$ cat src/rtl/axi_mem_arbiter.sv
// Two-master AXI4 arbiter onto a single memory port. Read and write paths
// each run an independent round-robin FSM that locks one transaction at a time.
module axi_mem_arbiter #(
  parameter int unsigned ADDR_W = 32,
  parameter int unsigned DATA_W = 64,
  parameter int unsigned ID_W   = 6
) (
  input  logic                clock,
  input  logic                reset,
  // requester 0
  input  logic                s0_ar_valid,
  output logic                s0_ar_ready,
  input  logic [ADDR_W-1:0]   s0_ar_addr,
  input  logic [ID_W-1:0]     s0_ar_id,
  input  logic [7:0]          s0_ar_len,
  input  logic [2:0]          s0_ar_size,
  input  logic [1:0]          s0_ar_burst,
  output logic                s0_r_valid,
  input  logic                s0_r_ready,
  output logic [DATA_W-1:0]   s0_r_data,
  output logic [ID_W-1:0]     s0_r_id,
  output logic [1:0]          s0_r_resp,
  output logic                s0_r_last,
  input  logic                s0_aw_valid,
  output logic                s0_aw_ready,
  input  logic [ADDR_W-1:0]   s0_aw_addr,
  input  logic [ID_W-1:0]     s0_aw_id,
  input  logic [7:0]          s0_aw_len,
  input  logic [2:0]          s0_aw_size,
  input  logic [1:0]          s0_aw_burst,
  input  logic                s0_w_valid,
  output logic                s0_w_ready,
  input  logic [DATA_W-1:0]   s0_w_data,
  input  logic [DATA_W/8-1:0] s0_w_strb,
  input  logic                s0_w_last,
  output logic                s0_b_valid,
  input  logic                s0_b_ready,
  output logic [ID_W-1:0]     s0_b_id,
  output logic [1:0]          s0_b_resp,
  // requester 1
  input  logic                s1_ar_valid,
  output logic                s1_ar_ready,
  input  logic [ADDR_W-1:0]   s1_ar_addr,
  input  logic [ID_W-1:0]     s1_ar_id,
  input  logic [7:0]          s1_ar_len,
  input  logic [2:0]          s1_ar_size,
  input  logic [1:0]          s1_ar_burst,
  output logic                s1_r_valid,
  input  logic                s1_r_ready,
  output logic [DATA_W-1:0]   s1_r_data,
  output logic [ID_W-1:0]     s1_r_id,
  output logic [1:0]          s1_r_resp,
  output logic                s1_r_last,
  input  logic                s1_aw_valid,
  output logic                s1_aw_ready,
  input  logic [ADDR_W-1:0]   s1_aw_addr,
  input  logic [ID_W-1:0]     s1_aw_id,
  input  logic [7:0]          s1_aw_len,
  input  logic [2:0]          s1_aw_size,
  input  logic [1:0]          s1_aw_burst,
  input  logic                s1_w_valid,
  output logic                s1_w_ready,
  input  logic [DATA_W-1:0]   s1_w_data,
  input  logic [DATA_W/8-1:0] s1_w_strb,
  input  logic                s1_w_last,
  output logic                s1_b_valid,
  input  logic                s1_b_ready,
  output logic [ID_W-1:0]     s1_b_id,
  output logic [1:0]          s1_b_resp,
  // downstream memory port
  output logic                m_ar_valid,
  input  logic                m_ar_ready,
  output logic [ADDR_W-1:0]   m_ar_addr,
  output logic [ID_W-1:0]     m_ar_id,
  output logic [7:0]          m_ar_len,
  output logic [2:0]          m_ar_size,
  output logic [1:0]          m_ar_burst,
  output logic [3:0]          m_ar_cache,
  output logic                m_ar_lock,
  output logic [2:0]          m_ar_prot,
  output logic [3:0]          m_ar_qos,
  input  logic                m_r_valid,
  output logic                m_r_ready,
  input  logic [DATA_W-1:0]   m_r_data,
  input  logic [ID_W-1:0]     m_r_id,
  input  logic [1:0]          m_r_resp,
  input  logic                m_r_last,
  output logic                m_aw_valid,
  input  logic                m_aw_ready,
  output logic [ADDR_W-1:0]   m_aw_addr,
  output logic [ID_W-1:0]     m_aw_id,
  output logic [7:0]          m_aw_len,
  output logic [2:0]          m_aw_size,
  output logic [1:0]          m_aw_burst,
  output logic [3:0]          m_aw_cache,
  output logic                m_aw_lock,
  output logic [2:0]          m_aw_prot,
  output logic [3:0]          m_aw_qos,
  output logic                m_w_valid,
  input  logic                m_w_ready,
  output logic [DATA_W-1:0]   m_w_data,
  output logic [DATA_W/8-1:0] m_w_strb,
  output logic                m_w_last,
  input  logic                m_b_valid,
  output logic                m_b_ready,
  input  logic [ID_W-1:0]     m_b_id,
  input  logic [1:0]          m_b_resp
);

  typedef enum logic [1:0] {R_IDLE = 2'd0, R_ADDR = 2'd1, R_DATA = 2'd2} r_state_e;
  typedef enum logic [1:0] {W_IDLE = 2'd0, W_ADDR = 2'd1, W_DATA = 2'd2, W_RESP = 2'd3} w_state_e;

  r_state_e r_state_q, r_state_d;
  w_state_e w_state_q, w_state_d;
  logic     rgnt_q, rgnt_d, rptr_q, rptr_d;
  logic     wgnt_q, wgnt_d, wptr_q, wptr_d;

  // handshake terms of the currently granted requester
  logic ar_valid_sel, r_ready_sel, aw_valid_sel, w_valid_sel, w_last_sel, b_ready_sel;
  assign ar_valid_sel = rgnt_q ? s1_ar_valid : s0_ar_valid;
  assign r_ready_sel  = rgnt_q ? s1_r_ready  : s0_r_ready;
  assign aw_valid_sel = wgnt_q ? s1_aw_valid : s0_aw_valid;
  assign w_valid_sel  = wgnt_q ? s1_w_valid  : s0_w_valid;
  assign w_last_sel   = wgnt_q ? s1_w_last   : s0_w_last;
  assign b_ready_sel  = wgnt_q ? s1_b_ready  : s0_b_ready;

  assign m_ar_cache = 4'b0011;
  assign m_ar_lock  = 1'b0;
  assign m_ar_prot  = 3'b000;
  assign m_ar_qos   = 4'b0000;
  assign m_aw_cache = 4'b0011;
  assign m_aw_lock  = 1'b0;
  assign m_aw_prot  = 3'b000;
  assign m_aw_qos   = 4'b0000;

  always_ff @(posedge clock or posedge reset) begin
    if (reset) begin
      r_state_q <= R_IDLE;
      rgnt_q    <= 1'b0;
      rptr_q    <= 1'b0;
      w_state_q <= W_IDLE;
      wgnt_q    <= 1'b0;
      wptr_q    <= 1'b0;
    end else begin
      r_state_q <= r_state_d;
      rgnt_q    <= rgnt_d;
      rptr_q    <= rptr_d;
      w_state_q <= w_state_d;
      wgnt_q    <= wgnt_d;
      wptr_q    <= wptr_d;
    end
  end

  // Read path: arbitration, AR forwarding, R routing
  always_comb begin
    r_state_d   = r_state_q;
    rgnt_d      = rgnt_q;
    rptr_d      = rptr_q;
    m_ar_valid  = 1'b0;
    m_ar_addr   = '0;
    m_ar_id     = '0;
    m_ar_len    = '0;
    m_ar_size   = '0;
    m_ar_burst  = '0;
    s0_ar_ready = 1'b0;
    s1_ar_ready = 1'b0;
    m_r_ready   = 1'b0;
    s0_r_valid  = 1'b0;
    s0_r_data   = '0;
    s0_r_id     = '0;
    s0_r_resp   = '0;
    s0_r_last   = 1'b0;
    s1_r_valid  = 1'b0;
    s1_r_data   = '0;
    s1_r_id     = '0;
    s1_r_resp   = '0;
    s1_r_last   = 1'b0;
    case (r_state_q)
      R_IDLE: begin
        if (s0_ar_valid || s1_ar_valid) begin
          rgnt_d    = (s0_ar_valid && s1_ar_valid) ? rptr_q : s1_ar_valid;
          r_state_d = R_ADDR;
        end
      end
      R_ADDR: begin
        m_ar_valid = ar_valid_sel;
        m_ar_addr  = rgnt_q ? s1_ar_addr  : s0_ar_addr;
        m_ar_id    = rgnt_q ? s1_ar_id    : s0_ar_id;
        m_ar_len   = rgnt_q ? s1_ar_len   : s0_ar_len;
        m_ar_size  = rgnt_q ? s1_ar_size  : s0_ar_size;
        m_ar_burst = rgnt_q ? s1_ar_burst : s0_ar_burst;
        if (rgnt_q) s1_ar_ready = m_ar_ready;
        else        s0_ar_ready = m_ar_ready;
        if (ar_valid_sel && m_ar_ready) r_state_d = R_DATA;
      end
      R_DATA: begin
        m_r_ready = r_ready_sel;
        if (rgnt_q) begin
          s1_r_valid = m_r_valid;
          s1_r_data  = m_r_data;
          s1_r_id    = m_r_id;
          s1_r_resp  = m_r_resp;
          s1_r_last  = m_r_last;
        end else begin
          s0_r_valid = m_r_valid;
          s0_r_data  = m_r_data;
          s0_r_id    = m_r_id;
          s0_r_resp  = m_r_resp;
          s0_r_last  = m_r_last;
        end
        if (m_r_valid && r_ready_sel && m_r_last) begin
          r_state_d = R_IDLE;
          rptr_d    = ~rgnt_q;
        end
      end
      default: r_state_d = R_IDLE;
    endcase
  end

  // Write path: arbitration, AW and W forwarding, B routing
  always_comb begin
    w_state_d   = w_state_q;
    wgnt_d      = wgnt_q;
    wptr_d      = wptr_q;
    m_aw_valid  = 1'b0;
    m_aw_addr   = '0;
    m_aw_id     = '0;
    m_aw_len    = '0;
    m_aw_size   = '0;
    m_aw_burst  = '0;
    s0_aw_ready = 1'b0;
    s1_aw_ready = 1'b0;
    m_w_valid   = 1'b0;
    m_w_data    = '0;
    m_w_strb    = '0;
    m_w_last    = 1'b0;
    s0_w_ready  = 1'b0;
    s1_w_ready  = 1'b0;
    m_b_ready   = 1'b0;
    s0_b_valid  = 1'b0;
    s0_b_id     = '0;
    s0_b_resp   = '0;
    s1_b_valid  = 1'b0;
    s1_b_id     = '0;
    s1_b_resp   = '0;
    case (w_state_q)
      W_IDLE: begin
        if (s0_aw_valid || s1_aw_valid) begin
          wgnt_d    = (s0_aw_valid && s1_aw_valid) ? wptr_q : s1_aw_valid;
          w_state_d = W_ADDR;
        end
      end
      W_ADDR: begin
        m_aw_valid = aw_valid_sel;
        m_aw_addr  = wgnt_q ? s1_aw_addr  : s0_aw_addr;
        m_aw_id    = wgnt_q ? s1_aw_id    : s0_aw_id;
        m_aw_len   = wgnt_q ? s1_aw_len   : s0_aw_len;
        m_aw_size  = wgnt_q ? s1_aw_size  : s0_aw_size;
        m_aw_burst = wgnt_q ? s1_aw_burst : s0_aw_burst;
        if (wgnt_q) s1_aw_ready = m_aw_ready;
        else        s0_aw_ready = m_aw_ready;
        if (aw_valid_sel && m_aw_ready) w_state_d = W_DATA;
      end
      W_DATA: begin
        m_w_valid = w_valid_sel;
        m_w_data  = wgnt_q ? s1_w_data : s0_w_data;
        m_w_strb  = wgnt_q ? s1_w_strb : s0_w_strb;
        m_w_last  = w_last_sel;
        if (wgnt_q) s1_w_ready = m_w_ready;
        else        s0_w_ready = m_w_ready;
        if (w_valid_sel && m_w_ready && w_last_sel) w_state_d = W_RESP;
      end
      W_RESP: begin
        m_b_ready = b_ready_sel;
        if (wgnt_q) begin
          s1_b_valid = m_b_valid;
          s1_b_id    = m_b_id;
          s1_b_resp  = m_b_resp;
        end else begin
          s0_b_valid = m_b_valid;
          s0_b_id    = m_b_id;
          s0_b_resp  = m_b_resp;
        end
        if (m_b_valid && b_ready_sel) begin
          w_state_d = W_IDLE;
          wptr_d    = ~wgnt_q;
        end
      end
      default: w_state_d = W_IDLE;
    endcase
  end

endmodule

$ cat config.mk
export PLATFORM = sky130hd
export DESIGN_NAME = axi_mem_arbiter
export DESIGN_NICKNAME = d
export VERILOG_FILES = /design/src/rtl/axi_mem_arbiter.sv
export SDC_FILE = /design/constraint.sdc
export NUM_CORES = 1
export LEC_CHECK = 0
export ABC_CLOCK_PERIOD_IN_PS = 3800
export CAP_MARGIN = 10
export CORE_AREA = 2 2 321 323
export CTS_CLUSTER_SIZE = 14
export DETAILED_ROUTE_END_ITERATION = 12
export DIE_AREA = 0 0 323 325
export PLACE_DENSITY = 0.3
export SETUP_SLACK_MARGIN = 0.1
export SYNTH_ARGS = -nofsm -noshare
export SYNTH_HDL_FRONTEND = slang
export SYNTH_SLANG_ARGS = --single-unit
$ cat constraint.sdc
create_clock -name clock -period 3.8 [get_ports clock]
set_clock_uncertainty 0.2 [all_clocks]
set_input_delay 0.76 -clock clock [delete_from_list [all_inputs] [get_ports clock]]
set_output_delay 0.76 -clock clock [all_outputs]
set_load 0.01 [all_outputs]
==> reports/metrics.yaml <==
path_clk_slew_ns: 0.05
cp_top_family: "buffers and inverters"
clkPwrFrac_pct: 3.3
required_ns: 2.84
drc: 0
fin_tns_setup_ns: 0
wirelength_um: 51900
ir_drop_uv: 224
synthToLayoutAreaGrowth_pct: 198
worstMarginPinSlew_ns: 0.621
cts_tree: "yes"
worst_skew_pair.late_latency_ns: 0.25
layout_commonest_cell: "clkdlybuf4s50_1"
maxSlewViolCount: 0
period_share_pct: 90.6
cp-end-kind: "output pin"
critPathMaxFanout: 3
ioPinCount: 824
htreeDepth: 1
cts_setup_buffers: 0
use_met2_pct: 17.3
power.total_mw: 6.22
synth_top_area_share_pct: 36.8
hpwl_um: 46500
start_util_pct: 4.83
grt_pass1_vias: 8166
critPathKind: "in2out"
swShare_pct: 45.0
seq_area_frac_synth_pct: 4.09
grt.overflow.total: 0
coreArea_mm2: 0.101
relSlewSlack_pct: 57.4
p_per_area_mw_per_mm2: 426
cp.arrival_ns: 2.48
switching_power_mw: 2.80
multiInputGateArea_mm2: 0.00429
ys_ff_latch: 8
layout_common_cells: "clkdlybuf4s50_1 (796), mux2i_1 (180), and2_1 (157)"
register_area_um2: 208
synthTopCellsByArea: "mux2i_1 (37%), and2_1 (20%), nor2b_1 (16%)"
top_usage_layer: "met2"
rsz0062_at_grt: "false"
routabilityCongestion: 0.850
grt_use_met1_pct: 10.5
cp_slowest_stage_delay_ns: 0.61
yosys_warnings: 0
crit_top_cell: "clkdlybuf4s50_1"
synthesis.area_mm2: 0.00490
synth_top_area_cell: "mux2i_1"
cts_hold_buf: 0
rows: 117
dieArea_mm2: 0.105
fin_crit_ns: 3.44
p_seq_share_pct: 3.7
fmax_mhz: 291
synth.avg_cell_area_um2: 7.24
wl_per_cell_um: 18.4
via_per_inst: 2.73
antenna_found_initial: 18
grtUsageMet3_pct: 2.86
p_leak_nw: 5.56
grt_start_max_net_pins: 75
drtPass1Iterations: 4
instances_no_fill: 2818
cts_buffers: 3
finalSetupViolCount: 0
cts-resized-gates: 0
placed_cells: 2803
critPathLaunchType: "input pin"
worst_path_max_delay_cell: "clkdlybuf4s50_1"
fillers: 11600
maxCapViolCount: 0
p_int_mw: 3.42
nets: 1893
dieHeight_um: 325
pwr-share-comb_pct: 93.1
antenna_left: 0
final-hold-violation-count: 0
netlist_instances: 676
die-width_um: 323
drive_gt1_share_pct: 2.85
drt-initial-drc-count: 222
ys_types: 33
ctsRootBufferMaster: "clkbuf_16"
clk_path_buf_depth: 2
cts_num_sinks: 8
path_cells: "clkdlybuf4s50_1 > nand3b_1 > nor2_1 > buf_4 > clkdlybuf4s50_1"
holdCritPathClass: "reg2reg"
run_status: "finished clean"
port_buffers: 799
grt_pass1_wl_um: 67300
num_vias: 7694
cp.buffers_inverters: 3
grt_usage_pct: 9.24
flip-flops by register name, summed over array words and instances (netlist names):
| signal | count |
|---|---|
| r_state_q | 2 |
| w_state_q | 2 |
| rgnt_q | 1 |
| wgnt_q | 1 |
| rptr_q | 1 |
| wptr_q | 1 |
path summary, 6_finish.rpt:
kind | to | startpoint | slack (ns) | cells past startpoint
setup / recovery | s1_ar_ready | m_ar_ready | 0.36 | 5
hold / removal | r_state_q[0]$_DFFE_PP0P_ | r_state_q[1]$_DFFE_PP0P_ | 0.32 | 1
setup reg to reg | w_state_q[1]$_DFFE_PP0P_ | wgnt_q$_DFFE_PP0P_ | 1.68 | 6
hold reg to reg | r_state_q[0]$_DFFE_PP0P_ | r_state_q[1]$_DFFE_PP0P_ | 0.32 | 1
max in group asynchronous | wgnt_q$_DFFE_PP0P_ | reset | 2.28 | 2
min in group asynchronous | r_state_q[0]$_DFFE_PP0P_ | reset | 0.67 | 2
power by group through the flow:
stage	sequential [mW]	combinational, mW	clock, mW
2_1_floorplan	0.160	2.80	0
3_3_place_gp	0.232	5.97	0
3_5_place_dp	0.234	5.90	0
4_1_cts	0.233	5.93	0.219
5_1_grt	0.243	6.21	0.217
6_report	0.228	5.79	0.204
area by class of cell:
class                   instances  share of cell area [%]
diodes                         12                   0.206
clock buffers                   3                   0.514
inverters                       6                   0.154
multi-input cells             600                    29.4
flip-flops and latches          8                    1.42
well taps                    1368                    11.7
repair buffers                821                    56.6
metal layers:
layer  part of all wire (%)  wire length [um]  vias to the layer above
met5                  0.027                14                        -
met4                   0.55               285                        2
met3                    8.8              4570                       24
met1                     39             20400                     3517
li1                       -                 -                     3697
met2                     51             26600                      454
metrics by stage:
| step | hold WS (ns) | cell area, um^2 | util (%) | setup slack, ns |
|---|---|---|---|---|
| floorplan | 0.261 | 4980 | - | 1.43 |
| global placement | 0.305 | 14500 | 14.3 | 0.205 |
| detailed placement | 0.310 | 14500 | 14.3 | 0.230 |
| CTS | 0.325 | 14600 | 14.4 | 0.228 |
| global route | 0.339 | 14600 | 14.4 | 0.250 |
| finish | 0.320 | 14600 | 14.4 | 0.358 |
cell usage after synthesis:
cell type,instances
nor2b_1,128
nand4b_4,1
buf_4,36
nand4_2,1
buf_6,1
nand3_2,1
o21ai_1,3
o22ai_1,1
a21oi_1,3
clkbuf_1,24
a21o_1,1
dfrtp_1,8
conb_1,2
mux2_2,1
nand3_1,1
inv_1,5
ha_1,5
buf_2,23
nand4_1,1
nand2b_1,3
inv_2,1
o32ai_1,1
and4_1,1
o31ai_1,1
mux2_4,1
nand3b_1,1
nand2_1,9
nor2_1,61
mux2i_1,180
and2_1,157
a31oi_1,2
nor2b_2,1
and3_1,11
worst reg2reg max path: cells and delay by family (launching register included):
kind          cells  cell delay (ns)
buf+inv           2             0.51
flops             1             0.61
mux               1             0.31
simple gates      3             0.38
logic make-up after synthesis:
group                    after synthesis  synth area share, %
other                                  2                0.153
adder cells (fa/ha/maj)                5                 1.28
buffers and inverters                 90                 10.4
flip-flops                             8                 4.09
AO/OA/AOI/OAI                         12                 1.48
multiplexers                         182                 37.3
AND/OR/NAND/NOR                      377                 45.3
Note: power is estimated with default switching activity, not from simulation.
